**src/rtl/add_accum.sv**
```systemverilog
// Frame accumulator: sums COUNT unsigned samples into a saturating total
// and holds that total on a valid/ready port until the consumer takes it.
`timescale 1ns/1ps
module add_accum #(
  parameter int WIDTH     = 8,
  parameter int ACC_WIDTH = 16,
  parameter int COUNT     = 4
) (
  input  logic                 clk,
  input  logic                 rst,
  input  logic                 in_valid,
  input  logic [WIDTH-1:0]     in_data,
  output logic                 in_ready,
  output logic                 out_valid,
  output logic [ACC_WIDTH-1:0] out_data,
  output logic                 out_ovf,
  input  logic                 out_ready,
  output logic                 busy
);
  localparam int CW = $clog2(COUNT);

  typedef enum logic {ACCUM, HOLD} state_t;

  state_t               state, state_nx;
  logic [ACC_WIDTH-1:0] acc, acc_nx, out_data_nx, sat;
  logic [CW-1:0]        cnt, cnt_nx;
  logic                 ovf, ovf_nx, out_ovf_nx;
  logic [ACC_WIDTH:0]   sum;
  logic                 clip, accept, last;

  // One spare bit catches the carry that means the total would wrap.
  assign sum    = {1'b0, acc} + {{(ACC_WIDTH+1-WIDTH){1'b0}}, in_data};
  assign clip   = sum[ACC_WIDTH];
  assign sat    = clip ? {ACC_WIDTH{1'b1}} : sum[ACC_WIDTH-1:0];

  assign in_ready  = (state == ACCUM) && !rst;
  assign out_valid = (state == HOLD);
  assign busy      = ((state == ACCUM) && (cnt != '0)) || (state == HOLD);
  assign accept    = in_valid && in_ready;
  assign last      = (cnt == CW'(COUNT-1));

  always_comb begin
    state_nx    = state;
    acc_nx      = acc;
    cnt_nx      = cnt;
    ovf_nx      = ovf;
    out_data_nx = out_data;
    out_ovf_nx  = out_ovf;
    if (state == ACCUM) begin
      if (accept) begin
        if (last) begin
          out_data_nx = sat;
          out_ovf_nx  = ovf | clip;
          state_nx    = HOLD;
        end else begin
          acc_nx = sat;
          ovf_nx = ovf | clip;
          cnt_nx = cnt + 1'b1;
        end
      end
    end else if (out_ready) begin
      // Clearing here leaves a one-cycle bubble before the next frame starts.
      state_nx = ACCUM;
      acc_nx   = '0;
      cnt_nx   = '0;
      ovf_nx   = 1'b0;
    end
  end

  always_ff @(posedge clk or posedge rst) begin
    if (rst) begin
      state    <= ACCUM;
      acc      <= '0;
      cnt      <= '0;
      ovf      <= 1'b0;
      out_data <= '0;
      out_ovf  <= 1'b0;
    end else begin
      state    <= state_nx;
      acc      <= acc_nx;
      cnt      <= cnt_nx;
      ovf      <= ovf_nx;
      out_data <= out_data_nx;
      out_ovf  <= out_ovf_nx;
    end
  end
endmodule

```
**config.mk**
```make
export PLATFORM = sky130hd
export DESIGN_NAME = add_accum
export DESIGN_NICKNAME = d
export VERILOG_FILES = /design/src/rtl/add_accum.sv
export SDC_FILE = /design/constraint.sdc
export NUM_CORES = 1
export LEC_CHECK = 0
export ABC_AREA = 1
export BUFFER_PORTS_ARGS = -buffer_cell sky130_fd_sc_hd__buf_2
export CORE_ASPECT_RATIO = 0.9
export CORE_MARGIN = 2
export CORE_UTILIZATION = 51
export DETAILED_ROUTE_END_ITERATION = 8
export GPL_ROUTABILITY_DRIVEN = 0
export PLACE_DENSITY = 0.8
export SLEW_MARGIN = 40
export SYNTH_ARGS = -nofsm -noshare
export SYNTH_HDL_FRONTEND = slang
export SYNTH_SLANG_ARGS = --single-unit
```
**constraint.sdc**
```tcl
create_clock -name clk -period 1.9 [get_ports clk]
set_input_delay 0.285 -clock clk [delete_from_list [all_inputs] [get_ports clk]]
set_output_delay 0.285 -clock clk [all_outputs]
set_load 0.005 [all_outputs]
```
==> run_results.csv, run 1 <==
group,metric,value,unit
status,run_status,"completed",
floorplan,ioPinCount,32,
global_route,grt_max_degree,38,
setup_path,reg2reg_to,"acc[10]",
clock_network,clk_pin_slew,0.08,ns
flow_run,cap_violations,0,
global_route,grtUsageMet2,35.8,%
synthesis,synth_cell_types,29,
synthesis,synth-xor-area-share,0,%
pwr,switching_share,41.1,%
pwr,powerDensity,1310,nW/um2
synthesis,yosysTopAreaCell,"dfrtp_1",
floorplan,core.rowCount,22,
detailed_routing,drtPass1Iterations,5,
setup_path,cp_data_required_time,2.09,ns
timing,worstMarginPinSlew,0.750,ns
floorplan,fp.dieH,67.0,um
pwr,p_int,2.09,mW
synthesis,synth-adder-area-share,6.45,%
global_route,grt-busiest-layer,"met2",
detailed_routing,drtIter0Drc,179,
synthesis,yosysMostFrequentCell,"nand2_1",
floorplan,die_w,74.0,um
setup_path,regToRegStartpoint,"acc[0]",
clock_network,clockBufferDepth,2,
setup_path,crit_fanout,3,
synthesis,synth_flop_cell,"dfrtp_1",
synthesis,synth-seq-cells,37,
setup_path,critPathArrivalTime,2.05,ns
timing,fin_crit_sh,97.9,%
placed_design,io_buffers,31,
synthesis,synth_top_family_by_area,"simple AND/OR/NAND/NOR gates",
synthesis,synth_edf_count,0,
clock_network,cts_tree,"built",
pwr,p_clk_share,19.7,%
timing,slew_headroom,50.0,%
cells_and_area,filler_cell_count,355,
worst_hold_path,hold_class,"in2async",
setup_path,path_class,"reg2reg",
cells_and_area,diodes,0,
timing,finClkSkew,0.00992,ns
global_route,grt_pass1_vias,1995,
pwr,switchingPower,1.45,mW
cells_and_area,fin_area,2700,um2
cells_and_area,register_area,926,um2
placed_design,dpl_cell_area,2480,um2
pwr,p_seq_share,34.6,%
synthesis,syn_avg_cell_area,7.19,um2
synthesis,syn_inst,313,
timing,setup_violations,0,
setup_path,crit_start,"acc[0]",
clock_network,cts_root_buffer,"clkbuf_8",
synthesis,syn_nets,336,
synthesis,ys_seq_area_share,41.1,%
global_route,grt_first_pass_wirelength,8910,um
floorplan,start_util,54.2,%
synthesis,yosysWarningCount,0,
placed_design,preCtsSetupSlack,-0.153,ns
global_route,grtUsageTotal,24.1,%
detailed_routing,drc_errors,0,
synthesis,synth_common_cells,"nand2_1 (149), dfrtp_1 (37), inv_1 (35)",
clock_network,cts_made_buffers,5,
pwr,leakage,1.59,nW
setup_path,crit_path_end,"acc[10]",
synthesis,synth_top_cell_area_share,41.1,%
synthesis,synthMuxAreaShare,0,%
timing,rsz0062_at_grt,"yes",
setup_path,r2r_slack,0.04,ns
timing,timing.fmax,538,MHz
global_route,grt_use_met1,34.6,%
timing,hold_viol_final,0,
setup_path,crit_path_start_kind,"flip-flop",
synthesis,synthSimpleGateAreaFrac,41.0,%
setup_path,r2r_cells,12,
pwr,peakVddDrop,0.00105,V
synthesis,synth_area,2250,um2
timing,min_period,1.86,ns
pwr,share_comb_of_total_power,45.6,%
pwr,finalPower,3.54,mW
detailed_routing,vias_per_cell,5.15,
floorplan,die_area,4960,um2
synthesis,async_reset_ff_share,100,%
cells_and_area,layout-drive-gt1-share,21.8,%
setup_path,cp-end-kind,"flip-flop",
clock_network,cts_htree_levels,2,
global_route,grt-ovfl-total,0,
global_route,antenna_found_initial,0,
clock_network,insertion_delay,0.31,ns
clock_network,clock_sinks,37,
cells_and_area,final_nets,379,
detailed_routing,wl_per_cell,12.8,um
cells_and_area,syn_to_final_growth,20.1,%
placed_design,dp_hpwl,3690,um
cells_and_area,finish.utilization,65.1,%
timing,layout_setup_ws,0.0404,ns
cells_and_area,multi_input_area,1220,um2
synthesis,yosys-top-cells-area,"dfrtp_1 (41%), nand2_1 (25%), inv_1 (5.8%)",
synthesis,synth_compound_area_share,3.56,%
detailed_routing,routed_wl,5320,um
global_route,grt_use_met3,6.35,%
detailed_routing,final_antenna_net_count,0,
timing,holdWs,0.0940,ns
floorplan,core_area,4160,um2
detailed_routing,via_count,2147,
timing,slew_violations,0,
metrics by stage:
step                instances  TNS [ns]
finish                    417         0
global route              417    -0.309
CTS                       413         0
detailed placement        404     -2.94
global placement          404    -0.686
floorplan                 313         0
final cells by class:
cell class                      count  area share (%)
Timing Repair Buffer               42            8.79
Multi-Input combinational cell    234            45.1
Sequential cell                    37            34.2
Clock buffer                        6            2.68
Inverter                           36            5.00
Tap cell                           60            2.78
Clock inverter                      2            1.43
layer usage:
metal | vias to the layer above | wire length (um)
met1 | 997 | 2580
met2 | 81 | 2300
met5 | - | 0
met3 | 7 | 375
met4 | 0 | 65
li1 | 1062 | -
sequential cells by signal, summed over array words and instances (netlist names):
signal     flops
ovf            1
acc           16
out_valid      1
out_ovf        1
out_data      16
cnt            2
cells in the final DEF (no fill, tap or decap), types with 6 or more instances in the layout:
cell type / n
inv_1: 35
nand3_2: 9
nand3_1: 21
o21ai_0: 6
buf_4: 11
dfrtp_1: 37
nor2_1: 14
buf_2: 31
ha_1: 8
nand2_1: 144
power groups by stage:
stage	combinational, mW	sequential, mW	clock [mW]
2_1_floorplan	1.01	1.20	0
3_3_place_gp	1.40	1.23	0
3_5_place_dp	1.43	1.23	0
4_1_cts	1.48	1.22	0.704
5_1_grt	1.83	1.26	0.744
6_report	1.62	1.23	0.699
critical path: stages, from the launching register on:
cell	delay, ns
dfrtp_1	0.40
ha_2	0.19
fa_2	0.35
nand2_2	0.10
nand2_4	0.07
nand3b_1	0.14
nand2_2	0.11
nand2_2	0.08
nand2_1	0.05
nand2_1	0.07
nand3_2	0.08
nand2_1	0.07
nand2_1	0.05
cell families (layout without fill, tap and decap cells):
logic type,Yosys count,count (layout)
buffers and inverters,42,86
AOI/OAI and AO/OA,13,13
and+or+nand+nor,210,210
DFF,37,37
adders and majority gates,11,11
worst min-delay path by stage:
stage                     startpoint          end  cells after the start
after floorplan            out_ready    out_valid                      1
after global placement           rst    out_valid                      3
after detailed placement         rst  out_data[0]                      3
after CTS                        rst  out_data[0]                      3
after global routing             rst  out_data[0]                      3
final                            rst  out_data[0]                      3
repair_timing:
action,CTS,global route
setup endpoints to repair,33,32
resized for setup,5,12
setup buffers,1,4
hold buffers,0,0
pin swaps,1,4
No activity file was read; power rests on OpenSTA's default activity.
==> run 2, diff against run 1 <==
Settings changed: CORE_ASPECT_RATIO 0.9 to not set, TNS_END_PERCENT set to 5.
==> run_results.csv, run 2 (synthesis results as in run 1) <==
group,metric,value,unit
global_route,grt_pass1_vias,2049,
cells_and_area,final_common_cell,"nand2_1",
setup_path,crit_path_start_kind,"flip-flop",
pwr,leakage,1.56,nW
clock_network,cts_made_buffers,5,
clock_network,cts_root_buffer,"clkbuf_8",
setup_path,path_cells,"ha_1 > a21oi_2 > nor2_1 > nor2_2 > nand2_4 > buf_4 > nand2_1 > nand3_2 > nand2_1 > o21ai_0",
floorplan,die_w,70.4,um
placed_design,dpl_cell_area,2470,um2
timing,timing.fmax,532,MHz
setup_path,crit_path_end,"acc[8]",
detailed_routing,drc_errors,0,
worst_hold_path,hold_class,"in2async",
timing,finClkSkew,0.00632,ns
setup_path,slowest_stage,"dfrtp_1",
detailed_routing,vias_per_cell,5.14,
placed_design,io_buffers,31,
global_route,grt_use_met3,4.47,%
detailed_routing,routed_wl,5060,um
pwr,peakVddDrop,0.000721,V
timing,slew_headroom,69.0,%
floorplan,start_util,52.4,%
global_route,grt-busiest-layer,"met2",
clock_network,clk_pin_slew,0.08,ns
setup_path,cp_data_required_time,2.08,ns
global_route,grt_max_degree,38,
timing,layout_setup_ws,0.0203,ns
cells_and_area,layout_common_cells,"nand2_1 (146), dfrtp_1 (37), inv_1 (35)",
timing,rsz0062_at_grt,"yes",
cells_and_area,diodes,0,
global_route,antenna_found_initial,0,
flow_run,cap_violations,0,
timing,fin_crit_sh,98.9,%
global_route,grtUsageTotal,22.2,%
global_route,grt-ovfl-total,0,
cells_and_area,final_nets,376,
setup_path,crit_fanout,5,
clock_network,clock_sinks,37,
timing,setup_violations,0,
cells_and_area,filler_cell_count,397,
cells_and_area,fin_area,2630,um2
status,run_status,"completed",
detailed_routing,via_count,2085,
setup_path,crit_top_cell,"nand2_1",
floorplan,die_area,4960,um2
setup_path,cp_num_cells,10,
setup_path,worst-path-buf-inv,1,
placed_design,preCtsSetupSlack,-0.106,ns
cells_and_area,layout-drive-gt1-share,20.6,%
global_route,grt_first_pass_wirelength,8910,um
setup_path,path_delay_family,"simple AND/OR/NAND/NOR gates",
clock_network,cts_tree,"built",
timing,worstMarginPinSlew,0.465,ns
setup_path,r2r_cells,10,
clock_network,hold_buffers,0,
pwr,finalPower,3.32,mW
setup_path,reg2reg_to,"acc[8]",
global_route,grt_use_met1,30.7,%
setup_path,cp-end-kind,"flip-flop",
pwr,powerDensity,1260,nW/um2
clock_network,insertion_delay,0.29,ns
detailed_routing,drtPass1Iterations,4,
cells_and_area,largest_registers,"acc x16, out_data x16, cnt x2",
placed_design,dp_hpwl,3610,um
floorplan,core_area,4290,um2
setup_path,crit_start,"acc[5]",
floorplan,core.rowCount,24,
timing,slew_violations,0,
detailed_routing,final_antenna_net_count,0,
clock_network,clockBufferDepth,2,
detailed_routing,drtIter0Drc,136,
timing,hold_viol_final,0,
detailed_routing,wl_per_cell,12.5,um
setup_path,path_class,"reg2reg",
setup_path,critPathArrivalTime,2.06,ns
floorplan,fp.dieH,70.4,um
global_route,grtUsageMet2,35.2,%
clock_network,cts_htree_levels,2,
timing,min_period,1.88,ns
floorplan,ioPinCount,32,
setup_path,r2r_slack,0.02,ns
setup_path,regToRegStartpoint,"acc[5]",
cells_and_area,syn_to_final_growth,17.0,%
setup_path,max_stage_delay,0.40,ns
==> run 2: worst register-to-register path: stages, from the launching register on <==
cell	delay [ns]
dfrtp_1	0.40
ha_1	0.36
a21oi_2	0.24
nor2_1	0.07
nor2_2	0.15
nand2_4	0.09
buf_4	0.15
nand2_1	0.08
nand3_2	0.09
nand2_1	0.06
o21ai_0	0.07
==> run 2: worst min-delay path by stage <==
stage | startpoint | to | slack, ns | depth (start not counted)
after floorplan | out_ready | out_valid | 0.38 | 1
after global placement | rst | out_valid | 0.43 | 3
after detailed placement | rst | out_ovf | 0.44 | 3
after CTS | rst | out_ovf | 0.12 | 3
after global routing | rst | out_ovf | 0.15 | 3
final | rst | out_data[7] | 0.11 | 3
==> run 2: final cells by class <==
cell class / instances / area (um2) / area share, %
clock buffers: 6 / 72.6 / 2.76
clock inverters: 2 / 10.0 / 0.380
inverters: 36 / 135 / 5.13
multi-input cells: 234 / 1210 / 45.9
flip-flops and latches: 37 / 926 / 35.2
well taps: 52 / 65.1 / 2.47
repair buffers: 39 / 215 / 8.17
==> run 2: stage by stage <==
step / setup TNS [ns] / std cells / hold slack (ns) / utilization (%)
floorplan: 0 / 313 / 0.381 / -
global placement: -0.780 / 395 / 0.435 / 57.4
detailed placement: -2.20 / 395 / 0.441 / 57.4
CTS: 0 / 403 / 0.125 / 59.8
global route: -0.523 / 406 / 0.152 / 61.3
finish: 0 / 406 / 0.106 / 61.3
==> run 2: report_power, final <==
group	total, mW	internal (mW)	switching (mW)
Clock	0.534	0.254	0.280
Sequential	1.22	1.04	0.181
Combinational	1.57	0.631	0.936
==> run 2: metal layers <==
layer,wire length (um),share of wire (%)
met1,2430,48
met2,2340,46
met5,0,0
met4,72,1.4
met3,223,4.4
==> run 2: timing repair <==
action	CTS	global route
pin swaps	0	1
setup buffers	0	3
resized for setup	4	11
setup endpoints to repair	33	32
